`config.mk`:
```
export PLATFORM = sky130hd
export DESIGN_NAME = lemmings_dig_arbiter_flat
export DESIGN_NICKNAME = d
export VERILOG_FILES = /design/src/rtl/lemmings_dig_arbiter_if.sv /design/src/rtl/lemmings_dig_arbiter.sv /design/src/flat_wrapper.sv
export SDC_FILE = /design/constraint.sdc
export NUM_CORES = 1
export LEC_CHECK = 0
export CAP_MARGIN = 20
export CORE_MARGIN = 4
export CORE_UTILIZATION = 46
export DETAILED_ROUTE_END_ITERATION = 10
export GPL_ROUTABILITY_DRIVEN = 0
export HOLD_SLACK_MARGIN = 0.03
export PLACE_DENSITY = 0.74
export SYNTH_ARGS = -nofsm -noshare
export SYNTH_HDL_FRONTEND = slang
export SYNTH_SLANG_ARGS = --single-unit
```
`constraint.sdc`:
```
create_clock -name clk -period 1.49 [get_ports clk]
set_input_delay 0.149 -clock clk [delete_from_list [all_inputs] [get_ports clk]]
set_output_delay 0.149 -clock clk [all_outputs]
set_load 0.02 [all_outputs]
```
`src/rtl/lemmings_dig_arbiter_if.sv`:
```
// Bundle between the dig-tool arbiter (master) and the lemming FSMs (slave).
// With LEMMINGS_ARB_STATS_EN defined, the grant/revoke statistics counters join the bundle.
interface lemmings_dig_arbiter_if #(
   parameter int N = 4
) ();
   localparam int IW = $clog2(N);

   logic [N-1:0]  req;
   logic [N-1:0]  busy;
   logic [N-1:0]  dig;
   logic          grant_valid;
   logic [IW-1:0] grant_id;
   logic          revoke;
   logic          cooling;
`ifdef LEMMINGS_ARB_STATS_EN
   logic [15:0]   grant_count;
   logic [7:0]    revoke_count;

   modport master (
      input  req, busy,
      output dig, grant_valid, grant_id, revoke, cooling, grant_count, revoke_count
   );
   modport slave (
      output req, busy,
      input  dig, grant_valid, grant_id, revoke, cooling, grant_count, revoke_count
   );
`else
   modport master (
      input  req, busy,
      output dig, grant_valid, grant_id, revoke, cooling
   );
   modport slave (
      output req, busy,
      input  dig, grant_valid, grant_id, revoke, cooling
   );
`endif
endinterface

```
`src/rtl/lemmings_dig_arbiter.sv`:
```
// Round-robin arbiter sharing one dig tool among N lemmings, with hold timeout and cooldown.
// Optional statistics counters are enabled by LEMMINGS_ARB_STATS_EN.
module lemmings_dig_arbiter #(
   parameter int N        = 4,
   parameter int COOLDOWN = 3,
   parameter int MAX_HOLD = 16
) (
   input logic                    clk,
   input logic                    reset,
   lemmings_dig_arbiter_if.master bus
);
   localparam int IW = $clog2(N);
   localparam int HW = $clog2(MAX_HOLD);
   localparam int CW = $clog2(COOLDOWN + 1);

   localparam logic [2:0] S_IDLE  = 3'd0;
   localparam logic [2:0] S_GRANT = 3'd1;
   localparam logic [2:0] S_WAIT  = 3'd2;
   localparam logic [2:0] S_HOLD  = 3'd3;
   localparam logic [2:0] S_COOL  = 3'd4;

   localparam logic [HW-1:0] HOLD_LAST = HW'(MAX_HOLD - 1);
   localparam logic [CW-1:0] COOL_LAST = CW'(COOLDOWN - 1);
   localparam logic [IW-1:0] ID_LAST   = IW'(N - 1);

   logic [2:0]    state_q, state_d;
   logic [IW-1:0] grant_id_q, grant_id_d;
   logic [IW-1:0] rr_ptr_q, rr_ptr_d;
   logic          wait_cnt_q, wait_cnt_d;
   logic [HW-1:0] hold_cnt_q, hold_cnt_d;
   logic [CW-1:0] cool_cnt_q, cool_cnt_d;
   logic [N-1:0]  dig_q, dig_d;
   logic          grant_valid_q, grant_valid_d;
   logic          revoke_q, revoke_d;
   logic          cooling_q, cooling_d;

   logic          win_found_s;
   logic [IW-1:0] win_id_s;
   logic          busy_sel_s;

   assign busy_sel_s = bus.busy[grant_id_q];

   // Round-robin search: first requester at or above rr_ptr, wrapping modulo N
   always_comb begin
      int idx_v;
      idx_v       = 0;
      win_found_s = 1'b0;
      win_id_s    = {IW{1'b0}};
      for (int i = 0; i < N; i++) begin
         idx_v = int'(rr_ptr_q) + i;
         if (idx_v >= N) begin
            idx_v = idx_v - N;
         end else begin
            idx_v = idx_v;
         end
         if (!win_found_s && bus.req[IW'(idx_v)]) begin
            win_found_s = 1'b1;
            win_id_s    = IW'(idx_v);
         end else begin
            win_found_s = win_found_s;
         end
      end
   end

   // Next-state logic for the grant FSM and its counters
   always_comb begin
      state_d    = state_q;
      grant_id_d = grant_id_q;
      rr_ptr_d   = rr_ptr_q;
      wait_cnt_d = wait_cnt_q;
      hold_cnt_d = hold_cnt_q;
      cool_cnt_d = cool_cnt_q;
      revoke_d   = 1'b0;
      case (state_q)
         S_IDLE: begin
            if (win_found_s) begin
               state_d    = S_GRANT;
               grant_id_d = win_id_s;
               rr_ptr_d   = (win_id_s == ID_LAST) ? {IW{1'b0}} : win_id_s + IW'(1);
            end else begin
               state_d = S_IDLE;
            end
         end
         S_GRANT: begin
            state_d    = S_WAIT;
            wait_cnt_d = 1'b0;
         end
         S_WAIT: begin
            if (busy_sel_s) begin
               state_d    = S_HOLD;
               hold_cnt_d = {HW{1'b0}};
            end else if (wait_cnt_q) begin
               state_d    = S_COOL;
               cool_cnt_d = {CW{1'b0}};
            end else begin
               wait_cnt_d = 1'b1;
            end
         end
         S_HOLD: begin
            // A release wins over a timeout landing on the same cycle
            if (!busy_sel_s) begin
               state_d    = S_COOL;
               cool_cnt_d = {CW{1'b0}};
            end else if (hold_cnt_q == HOLD_LAST) begin
               state_d    = S_COOL;
               cool_cnt_d = {CW{1'b0}};
               revoke_d   = 1'b1;
            end else begin
               hold_cnt_d = hold_cnt_q + HW'(1);
            end
         end
         S_COOL: begin
            if (cool_cnt_q == COOL_LAST) begin
               state_d    = S_IDLE;
               cool_cnt_d = {CW{1'b0}};
            end else begin
               cool_cnt_d = cool_cnt_q + CW'(1);
            end
         end
         default: begin
            state_d = S_IDLE;
         end
      endcase
   end

   // Moore output decode from the next state so outputs register alongside it
   always_comb begin
      dig_d         = {N{1'b0}};
      grant_valid_d = 1'b0;
      cooling_d     = 1'b0;
      if (state_d == S_GRANT) begin
         dig_d = {{(N-1){1'b0}}, 1'b1} << grant_id_d;
      end else begin
         dig_d = {N{1'b0}};
      end
      grant_valid_d = (state_d == S_GRANT) || (state_d == S_WAIT) || (state_d == S_HOLD);
      cooling_d     = (state_d == S_COOL);
   end

   // State and registered outputs
   always_ff @(posedge clk) begin
      if (reset) begin
         state_q       <= S_IDLE;
         grant_id_q    <= {IW{1'b0}};
         rr_ptr_q      <= {IW{1'b0}};
         wait_cnt_q    <= 1'b0;
         hold_cnt_q    <= {HW{1'b0}};
         cool_cnt_q    <= {CW{1'b0}};
         dig_q         <= {N{1'b0}};
         grant_valid_q <= 1'b0;
         revoke_q      <= 1'b0;
         cooling_q     <= 1'b0;
      end else begin
         state_q       <= state_d;
         grant_id_q    <= grant_id_d;
         rr_ptr_q      <= rr_ptr_d;
         wait_cnt_q    <= wait_cnt_d;
         hold_cnt_q    <= hold_cnt_d;
         cool_cnt_q    <= cool_cnt_d;
         dig_q         <= dig_d;
         grant_valid_q <= grant_valid_d;
         revoke_q      <= revoke_d;
         cooling_q     <= cooling_d;
      end
   end

   assign bus.dig         = dig_q;
   assign bus.grant_valid = grant_valid_q;
   assign bus.grant_id    = grant_id_q;
   assign bus.revoke      = revoke_q;
   assign bus.cooling     = cooling_q;

`ifdef LEMMINGS_ARB_STATS_EN
   logic [15:0] grant_count_q;
   logic [7:0]  revoke_count_q;

   // Saturating grant and revoke statistics
   always_ff @(posedge clk) begin
      if (reset) begin
         grant_count_q  <= 16'h0000;
         revoke_count_q <= 8'h00;
      end else begin
         if ((state_q == S_IDLE) && (state_d == S_GRANT) && (grant_count_q != 16'hFFFF)) begin
            grant_count_q <= grant_count_q + 16'h0001;
         end else begin
            grant_count_q <= grant_count_q;
         end
         if (revoke_d && (revoke_count_q != 8'hFF)) begin
            revoke_count_q <= revoke_count_q + 8'h01;
         end else begin
            revoke_count_q <= revoke_count_q;
         end
      end
   end

   assign bus.grant_count  = grant_count_q;
   assign bus.revoke_count = revoke_count_q;
`endif
endmodule

```
`src/flat_wrapper.sv`:
```
// flat-port wrapper written by rule: the top's interface ports become plain ports
module lemmings_dig_arbiter_flat 
#(
   parameter int N        = 4,
   parameter int COOLDOWN = 3,
   parameter int MAX_HOLD = 16
)
  (clk, reset, bus_req, bus_busy, bus_dig, bus_grant_valid, bus_grant_id, bus_revoke, bus_cooling);
  lemmings_dig_arbiter_if #(.N(N)) bus_i ();
  input logic clk;
  input logic reset;
  input wire logic [$bits(bus_i.req)-1:0] bus_req;
  input wire logic [$bits(bus_i.busy)-1:0] bus_busy;
  output wire logic [$bits(bus_i.dig)-1:0] bus_dig;
  output wire logic [$bits(bus_i.grant_valid)-1:0] bus_grant_valid;
  output wire logic [$bits(bus_i.grant_id)-1:0] bus_grant_id;
  output wire logic [$bits(bus_i.revoke)-1:0] bus_revoke;
  output wire logic [$bits(bus_i.cooling)-1:0] bus_cooling;
  assign bus_i.req = bus_req;
  assign bus_i.busy = bus_busy;
  assign bus_dig = bus_i.dig;
  assign bus_grant_valid = bus_i.grant_valid;
  assign bus_grant_id = bus_i.grant_id;
  assign bus_revoke = bus_i.revoke;
  assign bus_cooling = bus_i.cooling;
  lemmings_dig_arbiter #(.N(N), .COOLDOWN(COOLDOWN), .MAX_HOLD(MAX_HOLD)) u_core (.clk(clk), .reset(reset), .bus(bus_i));
endmodule
```
Word-level counts from Yosys, hierarchy flattened --
Cells that the tools add are included. W data, S select, Z words.
Storage, ports and cells: RAM bits 0, register bits 21, bits in latches 0, bits in read-only memories 0, memories 0, output and inout port bits 9, bits of input ports 10
Operators by class: multipliers 0, mux-type cells 49, reduce and logical (&&, ||, !) cells 18, add/sub/neg operators 10, order comparisons 9, divide/modulo/power cells 0, equal/unequal tests 17, bitwise logic cells 3, shifts and indexed selects 1
Operators by type and width (count):
- $mux W2 | 16
- $lt A2 B4 Y1 const B | 4
- $mux W1 | 16
- $mux W3 | 5
- $pmux W3 S5 | 1
- $eq A3 B2 Y1 const B | 4
- $mux W4 | 3
- $bmux W1 S2 | 5
- $ge A3 B3 Y1 const B | 3
- $pmux W4 S2 | 1
- $reduce_and A4 Y1 | 2
- $sub A2 B1 Y2 const B | 4
- $add A2 B2 Y3 const B | 2
- $eq A3 B1 Y1 const B | 2
- $eq A3 B3 Y1 const B | 2
- $ne A2 B1 Y1 const B | 3
- $pmux W2 S3 | 1
- $add A2 B1 Y2 const B | 2
- $add A4 B1 Y4 const B | 1
- $eq A2 B2 Y1 const B | 2
- $eq A4 B4 Y1 const B | 1
- $ne A2 B2 Y1 const B | 2
- $reduce_and A2 Y1 | 2
- $reduce_bool A2 Y1 | 2
- 14 further kinds | 21

Longest topological paths before layout --
depth in word-level cells 20, gate-level depth with buffers 6

Worst setup path before layout --
No wires, ideal clock.
path type reg-to-reg, start register u_core.grant_id_q[0], in the netlist u_core.bus.grant_id[0], end register u_core.cool_cnt_q[0], stages on the path, launching flop included 6, data required time 1358 ps, slack -146 ps, period minus slack after synthesis 1636 ps, setup time 132 ps, path buffers 0, data arrival time 1503 ps, cells stage by stage dfxtp_1 mux4_2 nand2_1 o21ai_0 o211ai_1 a21oi_1
Between the ends: word-level cells in the longest chain between the ends 4, elaborated cells between the ends (all ways) 7, those cells by class eq/ne (2); mux (4); reduce/logical (1)
RTL lines:
- start, declared | RTL line lemmings_dig_arbiter.sv:27 | logic [IW-1:0] grant_id_q, grant_id_d;
- start signal, assigned | RTL line lemmings_dig_arbiter.sv:144 | grant_id_q <= {IW{1'b0}};
- start signal, assigned | RTL line lemmings_dig_arbiter.sv:155 | grant_id_q <= grant_id_d;
- $bmux W1 S2 (*) | RTL line lemmings_dig_arbiter.sv:41 | assign busy_sel_s = bus.busy[grant_id_q];
- $mux W1 (not written as such) (*) | RTL line lemmings_dig_arbiter.sv:41
- $ne A3 B3 Y1 (no source line), or another cell as far along
- $reduce_and A4 Y1 (no source line) / $pmux W2 S3 (equally long branches)
- end signal, assigned | RTL line lemmings_dig_arbiter.sv:148 | cool_cnt_q <= {CW{1'b0}};
- end signal, assigned | RTL line lemmings_dig_arbiter.sv:159 | cool_cnt_q <= cool_cnt_d;
- end, declared | RTL line lemmings_dig_arbiter.sv:31 | logic [CW-1:0] cool_cnt_q, cool_cnt_d;
Every way passes the cells marked *; elsewhere a longest branch is shown, timed or not. The select of a mux whose other input is x is not followed. A chain may end at the register's enable or synchronous reset.

Worst setup path after layout --
start register u_core.grant_id_q[0], in the netlist u_core.bus.grant_id[0], end register u_core.hold_cnt_q[0]
Between the ends: word-level cells in the longest chain between the ends 4, elaborated cells between the ends (all ways) 5, those cells by class eq/ne (2); mux (2); reduce/logical (1)
RTL lines:
- $bmux W1 S2 (*) | RTL line lemmings_dig_arbiter.sv:41
- $mux W1 (not written as such) (*) | RTL line lemmings_dig_arbiter.sv:41
- $ne A2 B1 Y1 (no source line)
- $reduce_and A4 Y1 (no source line) (*)
- end signal, assigned | RTL line lemmings_dig_arbiter.sv:147 | hold_cnt_q <= {HW{1'b0}};
- end signal, assigned | RTL line lemmings_dig_arbiter.sv:158 | hold_cnt_q <= hold_cnt_d;
- end, declared | RTL line lemmings_dig_arbiter.sv:30 | logic [HW-1:0] hold_cnt_q, hold_cnt_d;
Marked as above.

==> metrics.txt <==
Layout area overhead=47.41%; Yosys warnings=0; Slew headroom=77.65%; DRC=0; pwr dens=1172 mW/mm^2; unrepaired setup endpoints after global routing=true; number of cells after detailed placement=189; # setup viols final=9; Startpoint Class=flip-flop; Rows=17; clk_lat worst skew=approximately 0.29 ns; total power=1.838 mW; Worst-path clk slew=0.11 ns; layout cell share with drive strength beyond 1=approximately a third; worst flop-to-flop path endpoint=u_core.hold_cnt_q[0]; top-count cell post-synth=dfxtp_1; fmax=636.2 MHz; vias in the first global route=1,063; Vias/cell=5.518; TritonCTS Buffers=3; CP endpoint=u_core.hold_cnt_q[0]; Core Area=0.002212 mm^2; Setup CP Type=reg -> reg; Setup crit end kind=flip-flop; clk buf depth=2; post-synth top area share=39.53%; fin. max-slew vios=0; Post-synth top cells=dfxtp_1, a21oi_1, nand2_1, nand2b_1, o21ai_0; setup TNS=-0.3822 ns; Final Cycle Share=105.5%; Tightest Hold Check Type=reg -> reg; chip width=56.09 um; final wirelength=2.593 mm; ys flop type=dfxtp_1; fraction of registers with async set/reset=0%; CTS Sinks=21; R2R Setup Slk=-0.08 ns; gate count after technology mapping=127; leading area contributor after synthesis=dfxtp_1; Hold Vio Cnt, Final=0; crit path DAT=1.81 ns; Worst setup startpoint=u_core.bus.grant_id[0]; Peak VDD IR=0.9128 mV; Vias=around 1,100; estimated wirelength of the detail-placed design=1.877 mm; Syn Nets=138; Post-synth EDFFs=0; I/O pin count=19; final core utilization=70.87%; Initial Util=48.08%; #FFs+latches synth=21; synth top area cells=dfxtp_1, a21oi_1, nand2b_1; CTS tree=done; Hold Slack=0.5144 ns; drt pass-1 iters=4; WL/cell=about 13 um; Worst Reg-to-Reg Cells=5; GRT Residual Overflow=0; Root Buffer=clkbuf_4; global-route wire length before repair=4.485 mm; worst-margin pin slew=0.3344 ns; # port buffers=18; largest net degree at the start of global routing=16; RR Startpoint=u_core.bus.grant_id[0]; PnR worst setup slack=-0.08192 ns; 1st-iter DRT viols=25; initial antenna violation count=0; sequential-to-total area share from yosys stat=between 30% and 40%; H-tree depth=1; synth unique cells=36; largest fanout on the critical path=5; Antenna Nets Post-Route=0; Nets=179; Max Cap Viol=0; # diodes=0; CTS hold repair buffers=0; leak pwr=0.6078 nW; failing checks=setup timing; fin cells=slightly below 200; die area=0.003146 mm^2; GRT Overall Usage=17.14%; status=finished, violations left; Max Clock Skew=about 0.00084 ns; fin crit period=1.572 ns; mapped cell area=0.001064 mm^2; Die H=56.09 um; syn avg cell area=8.374 um^2; WP data required=1.73 ns
==> worst max-delay path, cell delays in order (launching register included) <==
cell	delay [ns]
dfxtp_4	0.37
mux4_2	0.38
and2_4	0.20
o21ai_4	0.08
or3_1	0.38
a21oi_2	0.12
==> layer usage <==
| metal | GRT usage (%) | vias to the layer above | part of all wire, % |
|---|---|---|---|
| met2 | 28.55 | 34 | 48 |
| met5 | 0 | - | 0 |
| li1 | - | 543 | - |
| met1 | 22.03 | 497 | 46 |
| met3 | 4.872 | 2 | 4.9 |
| met4 | 3.390 | 0 | 0.58 |
==> cells in the final DEF, fill, tap and decap left out, drive strengths merged, types with 4 or more instances in the layout <==
cell type and instances:
nor3 5, buf 22, clkbuf 4, o21ai 9, or3 4, inv 6
nor2 7, clkdlybuf4s50 15, nand2 12, dfxtp 21, a21oi 16, nand2b 8
nor2b 4
==> registers in the layout (all words and copies together) (netlist names), named ones only <==
name and cells:
u_core.bus.grant_valid 1, u_core.hold_cnt_q 4, u_core.rr_ptr_q 1, u_core.bus.grant_id 2, u_core.state_q 3, u_core.cool_cnt_q 2
u_core.bus.revoke 1, u_core.bus.dig 4, u_core.bus.cooling 1, u_core.wait_cnt_q 1
==> metrics by stage <==
| step | setup WS [ns] | area (um^2) |
|---|---|---|
| finish | -0.08192 | 1568 |
| global route | -0.1279 | 1568 |
| CTS | -0.08946 | 1465 |
| detailed placement | -0.4022 | 1421 |
| global placement | -0.3253 | 1421 |
| floorplan | 0.006803 | 1069 |
==> where the power goes <==
part	total, mW	switching [mW]	internal (mW)
combinational	0.835	0.394	0.441
sequential	0.735	0.0834	0.652
clock	0.267	0.163	0.104
total	1.84	0.640	1.20
==> kinds of logic (layout without fill, tap and decap cells) <==
family,count (synthesis),count (layout),share of synthesized area [%]
adder cells (fa/ha/maj),2,2,2.117
AO/OA/AOI/OAI,39,39,22.59
flip-flops,21,21,39.53
buffers and inverters,10,50,4.470
multiplexers,4,4,5.176
AND/OR/NAND/NOR,51,51,26.12
==> worst min-delay path by stage <==
stage / start / end / depth (start not counted)
after floorplan: reset / u_core.bus.dig[2] / 2
after global placement: u_core.cool_cnt_q[0] / u_core.cool_cnt_q[0] / 2
after detailed placement: u_core.cool_cnt_q[0] / u_core.cool_cnt_q[0] / 2
after CTS: u_core.cool_cnt_q[0] / u_core.cool_cnt_q[0] / 2
after global routing: u_core.state_q[2] / u_core.bus.grant_valid / 1
final: u_core.state_q[2] / u_core.state_q[1] / 1
==> what timing repair did <==
action | in CTS | in global routing
cloned | 0 | 0
pin swaps | 2 | 6
setup buffers | 0 | 2
resized for setup | 8 | 24
hold endpoints to repair | 0 | 0
setup endpoints to repair | 13 | 17
==> layout make-up <==
| cell class | count | area (um^2) |
|---|---|---|
| multi-input cells | 96 | 690.7 |
| repair buffers | 40 | 361.6 |
| flip-flops and latches | 21 | 431.7 |
| fillers | 183 | 644.4 |
| inverters | 6 | 22.52 |
| clock buffers | 4 | 26.28 |
| well taps | 28 | 35.03 |
Note: power is estimated with default switching activity, not from simulation.
